### src/rtl/mux_arb_nxw.sv
// Registered N-channel word multiplexer with valid/ready handshakes and
// manual, fixed-priority and round-robin channel selection.
module mux_arb_nxw #(
  parameter  int unsigned WIDTH    = 8,
  parameter  int unsigned CHANNELS = 4,
  localparam int unsigned SEL_W    = (CHANNELS > 1) ? $clog2(CHANNELS) : 1
) (
  input  logic                      CLK,
  input  logic                      RESET,
  input  logic [1:0]                MODE,
  input  logic [SEL_W-1:0]          SEL,
  input  logic [CHANNELS*WIDTH-1:0] ENT,
  input  logic [CHANNELS-1:0]       ENT_VALID,
  output logic [CHANNELS-1:0]       ENT_READY,
  output logic [WIDTH-1:0]          OUT,
  output logic                      OUT_VALID,
  input  logic                      OUT_READY,
  output logic [SEL_W-1:0]          OUT_CH
);

  typedef enum logic [1:0] {
    MODE_MANUAL     = 2'b00,
    MODE_PRIO       = 2'b01,
    MODE_RR         = 2'b10,
    MODE_MANUAL_ALT = 2'b11
  } mode_e;

  localparam logic [SEL_W:0] CH_L   = (SEL_W+1)'(CHANNELS);
  localparam logic [SEL_W:0] LAST_L = (SEL_W+1)'(CHANNELS - 1);

  mode_e            mode;
  logic [WIDTH-1:0] ent_arr [CHANNELS];

  logic [WIDTH-1:0] out_q, out_d;
  logic [SEL_W-1:0] ch_q, ch_d;
  logic             vld_q, vld_d;
  logic [SEL_W-1:0] ptr_q, ptr_d;

  logic [SEL_W-1:0] grant;
  logic             grant_valid;
  logic [SEL_W-1:0] idx;
  logic [SEL_W:0]   rr_idx;
  logic             load_en;
  logic             take;

  assign mode = mode_e'(MODE);

  for (genvar i = 0; i < CHANNELS; i++) begin : g_unpack
    assign ent_arr[i] = ENT[i*WIDTH +: WIDTH];
  end

  always_comb begin
    grant       = '0;
    grant_valid = 1'b0;
    idx         = '0;
    rr_idx      = '0;
    case (mode)
      MODE_PRIO: begin
        for (int unsigned k = 0; k < CHANNELS; k++) begin
          idx = SEL_W'(k);
          if (!grant_valid && ENT_VALID[idx]) begin
            grant       = idx;
            grant_valid = 1'b1;
          end
        end
      end
      MODE_RR: begin
        // Search upward from the pointer with wrap; first valid channel wins.
        for (int unsigned k = 0; k < CHANNELS; k++) begin
          rr_idx = {1'b0, ptr_q} + (SEL_W+1)'(k);
          if (rr_idx >= CH_L) rr_idx = rr_idx - CH_L;
          idx = rr_idx[SEL_W-1:0];
          if (!grant_valid && ENT_VALID[idx]) begin
            grant       = idx;
            grant_valid = 1'b1;
          end
        end
      end
      default: begin
        if (({1'b0, SEL} < CH_L) && ENT_VALID[SEL]) begin
          grant       = SEL;
          grant_valid = 1'b1;
        end
      end
    endcase
  end

  assign load_en = !vld_q || OUT_READY;
  assign take    = load_en && grant_valid;

  always_comb begin
    ENT_READY = '0;
    if (!RESET && take) ENT_READY[grant] = 1'b1;
  end

  always_comb begin
    out_d = out_q;
    ch_d  = ch_q;
    vld_d = vld_q;
    ptr_d = ptr_q;
    if (load_en) begin
      vld_d = grant_valid;
      if (grant_valid) begin
        out_d = ent_arr[grant];
        ch_d  = grant;
        if (mode == MODE_RR)
          ptr_d = ({1'b0, grant} == LAST_L) ? '0 : grant + SEL_W'(1);
      end
    end
  end

  always_ff @(posedge CLK or posedge RESET) begin
    if (RESET) begin
      out_q <= '0;
      ch_q  <= '0;
      vld_q <= 1'b0;
      ptr_q <= '0;
    end else begin
      out_q <= out_d;
      ch_q  <= ch_d;
      vld_q <= vld_d;
      ptr_q <= ptr_d;
    end
  end

  assign OUT       = out_q;
  assign OUT_VALID = vld_q;
  assign OUT_CH    = ch_q;

endmodule

### config.mk
export PLATFORM = sky130hd
export DESIGN_NAME = mux_arb_nxw
export DESIGN_NICKNAME = d
export VERILOG_FILES = /design/src/rtl/mux_arb_nxw.sv
export SDC_FILE = /design/constraint.sdc
export NUM_CORES = 1
export LEC_CHECK = 0
export ABC_AREA = 1
export CORE_MARGIN = 5
export CORE_UTILIZATION = 37
export CTS_BUF_LIST = sky130_fd_sc_hd__clkbuf_16
export CTS_CLUSTER_DIAMETER = 150
export DETAILED_ROUTE_END_ITERATION = 16
export GPL_TIMING_DRIVEN = 0
export PLACE_DENSITY = 0.79
export RECOVER_POWER = 50
export REMOVE_ABC_BUFFERS = 1
export SETUP_SLACK_MARGIN = 0.2
export SYNTH_ARGS = -nofsm -noshare
export SYNTH_HDL_FRONTEND = slang
export SYNTH_SLANG_ARGS = --single-unit
export TNS_END_PERCENT = 100
### constraint.sdc
create_clock -name CLK -period 2.25 [get_ports CLK]
set_clock_uncertainty 0.05 [all_clocks]
set_input_delay 0.45 -clock CLK [delete_from_list [all_inputs] [get_ports CLK]]
set_output_delay 0.45 -clock CLK [all_outputs]
set_load 0.05 [all_outputs]
Word level (Yosys, flattened, before mapping)
Cells that the tools add are included.

word-level totals
  memories = 0
  RAM bits = 0
  input bits = 43
  word-level logic and storage cells = 98
  latch bits = 0
  register bits = 13
  memory bits (read-only) = 0
  output and inout port bits = 15

operators by class
  div/mod/pow operators = 0
  eq/ne operators = 3
  multipliers = 0
  bitwise logic cells = 1
  add/subtract/negate cells = 8
  reductions and logical operators = 20
  muxes and demuxes = 50
  shifts and indexed selects = 0
  $lt $le $gt $ge = 12

operators with widths
  kind                 count
  $mux 2               16
  $mux 1               22
  $lt 2x3->1 const B   6
  $bmux 8 s2           1
  $mux 8               2
  $ge 3x3->1 const B   4
  $bmux 1 s2           5
  $logic_and 1x1->1    9
  $logic_not 1->1      8
  $sub 2x1->2 const B  4
  $add 2x2->3 const B  2
  $eq 2x2->1 const B   2
  $mux 4               1
  $pmux 2 s2           1
  $add 2x1->3 const B  1
  $ge 2x3->1 const B   1
  $not 2->3            1
  $reduce_and 3->1     1
  $add 2x1->2 const B  1
  $demux 1 s2          1
  $eq 2x1->1 const B   1
  $ge 2x1->1 const B   1
  $pmux 1 s2           1
  $reduce_and 2->1     1
  $logic_or 1x1->1     1

Longest topological paths before layout
Gate-level depths: netlist (run 1).

  depth in word-level cells = 24
  gate-level depth with buffers = 18
  gate-level depth less buffers = 16

Least setup slack after synthesis (run 1)
OpenSTA, ideal clock, no wires.

  path type = reg2out
  start = register ptr_q[0]
  end = output ENT_READY[0]
  required time = 1750 ps
  stages on the path, launching flop included = 17
  buffers on the path = 2
  arrival time = 2190 ps
  slack = -440 ps
  cells stage by stage = dfrtp_1 > buf_6 > inv_6 > nand2_2 > nand2_1 > nand2_2 > nand2_2 > nand2_2 > nand2_1 > nand2_1 > nand3_1 > nand3_2 > nand2_4 > buf_2 > ha_1 > inv_1 > nor2_1

on the way
  word-level cells in the longest chain between the ends = 24
  elaborated cells on any way between the ends = 54
  those cells by class = 7 x add/sub; 6 x order compare; 32 x mux; 9 x reduce/logical

RTL lines
  what                                                            line  text
  start, declared                                                 37    logic [SEL_W-1:0] ptr_q, ptr_d;
  start signal, assigned                                          122   ptr_q <= ptr_d;
  $ge 2x3->1 or $sub 2x1->2 (tied branches)                       71    if (rr_idx >= CH_L) rr_idx = rr_idx - CH_L;
  $mux 2                                                          71
  $mux 2                                                          57    case (mode)
  $bmux 1 s2                                                      73    if (!grant_valid && ENT_VALID[idx]) begin
  $mux 1 (implied by the code)                                    73
  $mux 1                                                          73
  $mux 1                                                          57
  $logic_not 1->1                                                 73
  [... 8 more ...]                                                -
  $logic_and 1x1->1                                               73
  $mux 2                                                          73
  $pmux 2 s2                                                      57
  $lt 2x3->1 (implied by the code) or $ge 2x1->1 (tied branches)  93    if (!RESET && take) ENT_READY[grant] = 1'b1;
  $logic_and 1x1->1 (implied by the code)                         93
  $mux 1 (implied by the code)                                    93
  $demux 1 s2                                                     93
  $mux 4 (*)                                                      93
  end, declared                                                   14    output logic [CHANNELS-1:0] ENT_READY,

Every way passes the cells marked *; elsewhere a longest branch is shown, timed or not. The select of a mux whose other input is x is not followed.

Worst setup path after layout (run 1)
  start = input MODE[0]
  end = output ENT_READY[3]

on the way
  word-level cells in the longest chain between the ends = 7
  elaborated cells on any way between the ends = 12
  those cells by class = 2 x order compare; 2 x eq/ne; 5 x mux; 3 x reduce/logical

RTL lines
  what                                                            line  text
  start, declared                                                 10    input logic [1:0] MODE,
  $eq 2x2->1 or $eq 2x1->1 (tied branches)                        -
  $pmux 2 s2 (*)                                                  57
  via grant[0]                                                    39    logic [SEL_W-1:0] grant;
  $lt 2x3->1 (implied by the code) or $ge 2x1->1 (tied branches)  93
  $logic_and 1x1->1 (implied by the code)                         93
  $mux 1 (implied by the code)                                    93
  $demux 1 s2 (*)                                                 93
  $mux 4 (*)                                                      93

Mark *: on every way through the listed nets, which the timed path passes. The rest lies on a longest branch.

==> results of run 1 <==
==> per-stage QoR <==
step	hold slack, ns	setup TNS [ns]
finish	0.444	-1.07
global route	0.464	-2.02
CTS	0.439	-0.836
detailed placement	0.428	-10.92
global placement	0.420	-10.54
floorplan	0.285	-2.00
==> layout make-up <==
type	count	area, sq um
multi-input cells	139	927
flip-flops and latches	13	327
fillers	266	1020
clock buffers	3	75.1
inverters	38	160
well taps	46	57.6
clock inverters	1	5.00
repair buffers	74	711
==> power by group through the flow <==
stage          Combinational (mW)  Clock, mW  Sequential, mW
2_1_floorplan               0.393          0           0.657
3_3_place_gp                0.973          0           0.393
3_5_place_dp                0.980          0           0.399
4_1_cts                      1.18      0.342           0.400
5_1_grt                      1.31      0.352           0.414
6_report                     1.22      0.332           0.404
==> registers in the layout, summed over array words and instances, names as in the netlist <==
name / cells
OUT_VALID: 1
ptr_q: 2
OUT: 8
OUT_CH: 2
==> cell families (layout without fill, tap and decap cells) <==
kind of cell               Yosys count  after routing  synth area share (%)
and+or+nand+nor                    113            114                  42.9
buffers and inverters               43            116                  15.1
AOI/OAI and AO/OA                   19             19                  9.53
DFF                                 13             13                  26.4
adders and majority gates            6              6                  6.09
==> placed cells by master, fill, tap and decap left out, types with 8 or more instances in the layout <==
master	instances
buf_4	14
inv_1	26
nand2_1	52
clkdlybuf4s50_1	44
nand3_1	23
nand2_2	8
inv_2	8
o211ai_1	9
dfrtp_1	12
==> per-layer routing <==
metal / track usage [%] / up-vias / routed length, microns
met3: 4.66 / 14 / 374
met2: 34.9 / 72 / 2170
met4: 7.09 / 0 / 117
met5: 0 / - / 0
met1: 19.5 / 680 / 1480
li1: - / 751 / -
==> worst paths after layout <==
| path | start | end | cells past startpoint |
|---|---|---|---|
| max in group asynchronous | RESET | ptr_q[0] | 2 |
| worst max register to register | ptr_q[0] | OUT[4] | 15 |
| worst min-delay path | OUT_CH[0] | OUT_CH[0] | 2 |
| worst max-delay path | MODE[0] | ENT_READY[3] | 13 |
| min in group asynchronous | RESET | OUT_CH[0] | 2 |
| worst min register to register | OUT_CH[0] | OUT_CH[0] | 2 |
==> what timing repair did <==
action / 4_1_cts / 5_1_grt
cloned: 1 / 0
resized for setup: 92 / 8
hold buffers: 0 / 0
buffers inserted: 17 / 0
setup endpoints to repair: 17 / 13
pin swaps: 16 / 1
==> worst reg2reg max path, cell delays in order, from the launching register on <==
cell	delay (ns)
dfrtp_2	0.47
inv_6	0.12
nand2_2	0.06
and2_4	0.14
nand3_2	0.06
nand2_1	0.05
nand2_1	0.06
nand3_2	0.12
nand3_4	0.13
nand2_8	0.09
buf_4	0.15
buf_4	0.14
buf_8	0.12
or2_0	0.19
nand3_1	0.07
nand3_1	0.08
==> flow_summary.ini, run 1 <==
[power]
ir_drop_mv = 0.539
power.density_mw_per_mm2 = 865
intPower_mw = 1.04
power.total_mw = 1.96
power_frac_clock_pct = 17.0
p_leak_nw = 1.07
sw_frac_of_total_pct = 46.9
switchingPower_mw = 0.918
pwr-share-seq_pct = 20.6
combPwrFrac_pct = 62.4

[placement]
pre_cts_ws_ns = -1.53
dpl-instance-area_sq_mm = 0.00182
io_buffers = 57
place_congestion = 0.802
dp_hpwl_mm = 2.50
dp_cells = 292

[worst_setup_path]
startpoint_type = input pin
cp_top_family = buffers and inverters
path_cells = dlygate4sd2_1 > inv_2 > ha_4 > inv_1 > a21oi_1 > nand3_2 > nand3_4 > nand2_8 > inv_6 > ha_4 > inv_2 > nor2_4 > buf_8
path_class = in2out
critPathBufInv = 6
cp.required_ns = 1.75
arrival_ns = 2.06
worstPathMaxFanout = 4
r2r_slack_ns = 0.01
end_kind = output pin
critical_path.max_stage_delay_ns = 0.26
cpMaxStageDelayCell = dlygate4sd2_1

[routing]
vias_per_cell = 4.83
drtIter0Drc = 99
wl_per_cell_microns = 13.2
drt-total-wl_mm = 4.15
postRouteAntennaNets = 0
routed-via-count = 1517
drtPass1Iterations = 4
drc = 0

[clock_tree]
cts_tree = built
clock_sinks = 13
cts_root_buffer = clkbuf_16
path_clk_slew_ns = 0.05
cts_buffers = 3
htree_levels = 1
clock_path_buffers = 2
insertion_delay_ns = 0.24

[die]
rows = 21
die_area_sq_mm = 0.00459
start_util_pct = 37.6
ios = 58
coreArea_sq_mm = 0.00328
die_height_microns = 67.7
die_w_microns = 67.7

[synth]
ys_ff_latch = 13
async_flop_share_pct = 100
synth.yosys.seq_area_share_pct = 26.4
yosysMostFrequentCell = nand2_1
synth.avg_cell_area_sq_um = 6.36
synthFlopType = dfrtp_1
synth_top_cells_by_count = nand2_1 (58), inv_1 (35), nand3_1 (25)
netlist_area_sq_mm = 0.00123
netlist.area_leader.share_pct = 26.4
ys.warnings.count = 0
synth_cells = 194
synth_largest_area_cell = dfrtp_1
synth.distinct_cells = 25
synth_edf_count = 0
synth.area.top_cells = dfrtp_1 (26%), nand2_1 (18%), inv_1 (11%)

[timing]
min_period_ns = 2.56
max-slew-margin-rel_pct = 55.9
hold_viol_final = 0
worst_pin_slew_ns = 0.661
slew_viol_final = 0
setup_slack_ns = -0.310
grt_setup_unrepaired = true
max_freq_mhz = 391
fin_crit_sh_pct = 114
setup_viol = 5

[cells_and_area]
layout-drive-gt1-share_pct = 28.0
design_area_sq_mm = 0.00226
instances_no_fill = 314
fin_util_pct = 68.9
area_growth_pct = 83.4
diodes = 0
fin_nets = 318

[status]
violations = setup timing
status = finished, violations left

[hold_path]
hold_path_class = reg2reg

[job]
maxCapViolCount = 0

[grt]
grt_util_all_layers_pct = 18.6
gr-total-overflow = 0
antenna_found_initial = 0
grt_max_degree = 18
grt_pass1_vias = 1474
grt_pass1_wl_mm = 6.47
(Power assumes the default switching activity.)
==> run 2, diff against run 1 <==
- CTS_CLUSTER_SIZE: default -> 30
==> results of run 2 <==
The final DEF is identical to that of run 1; final timing and power are the same.
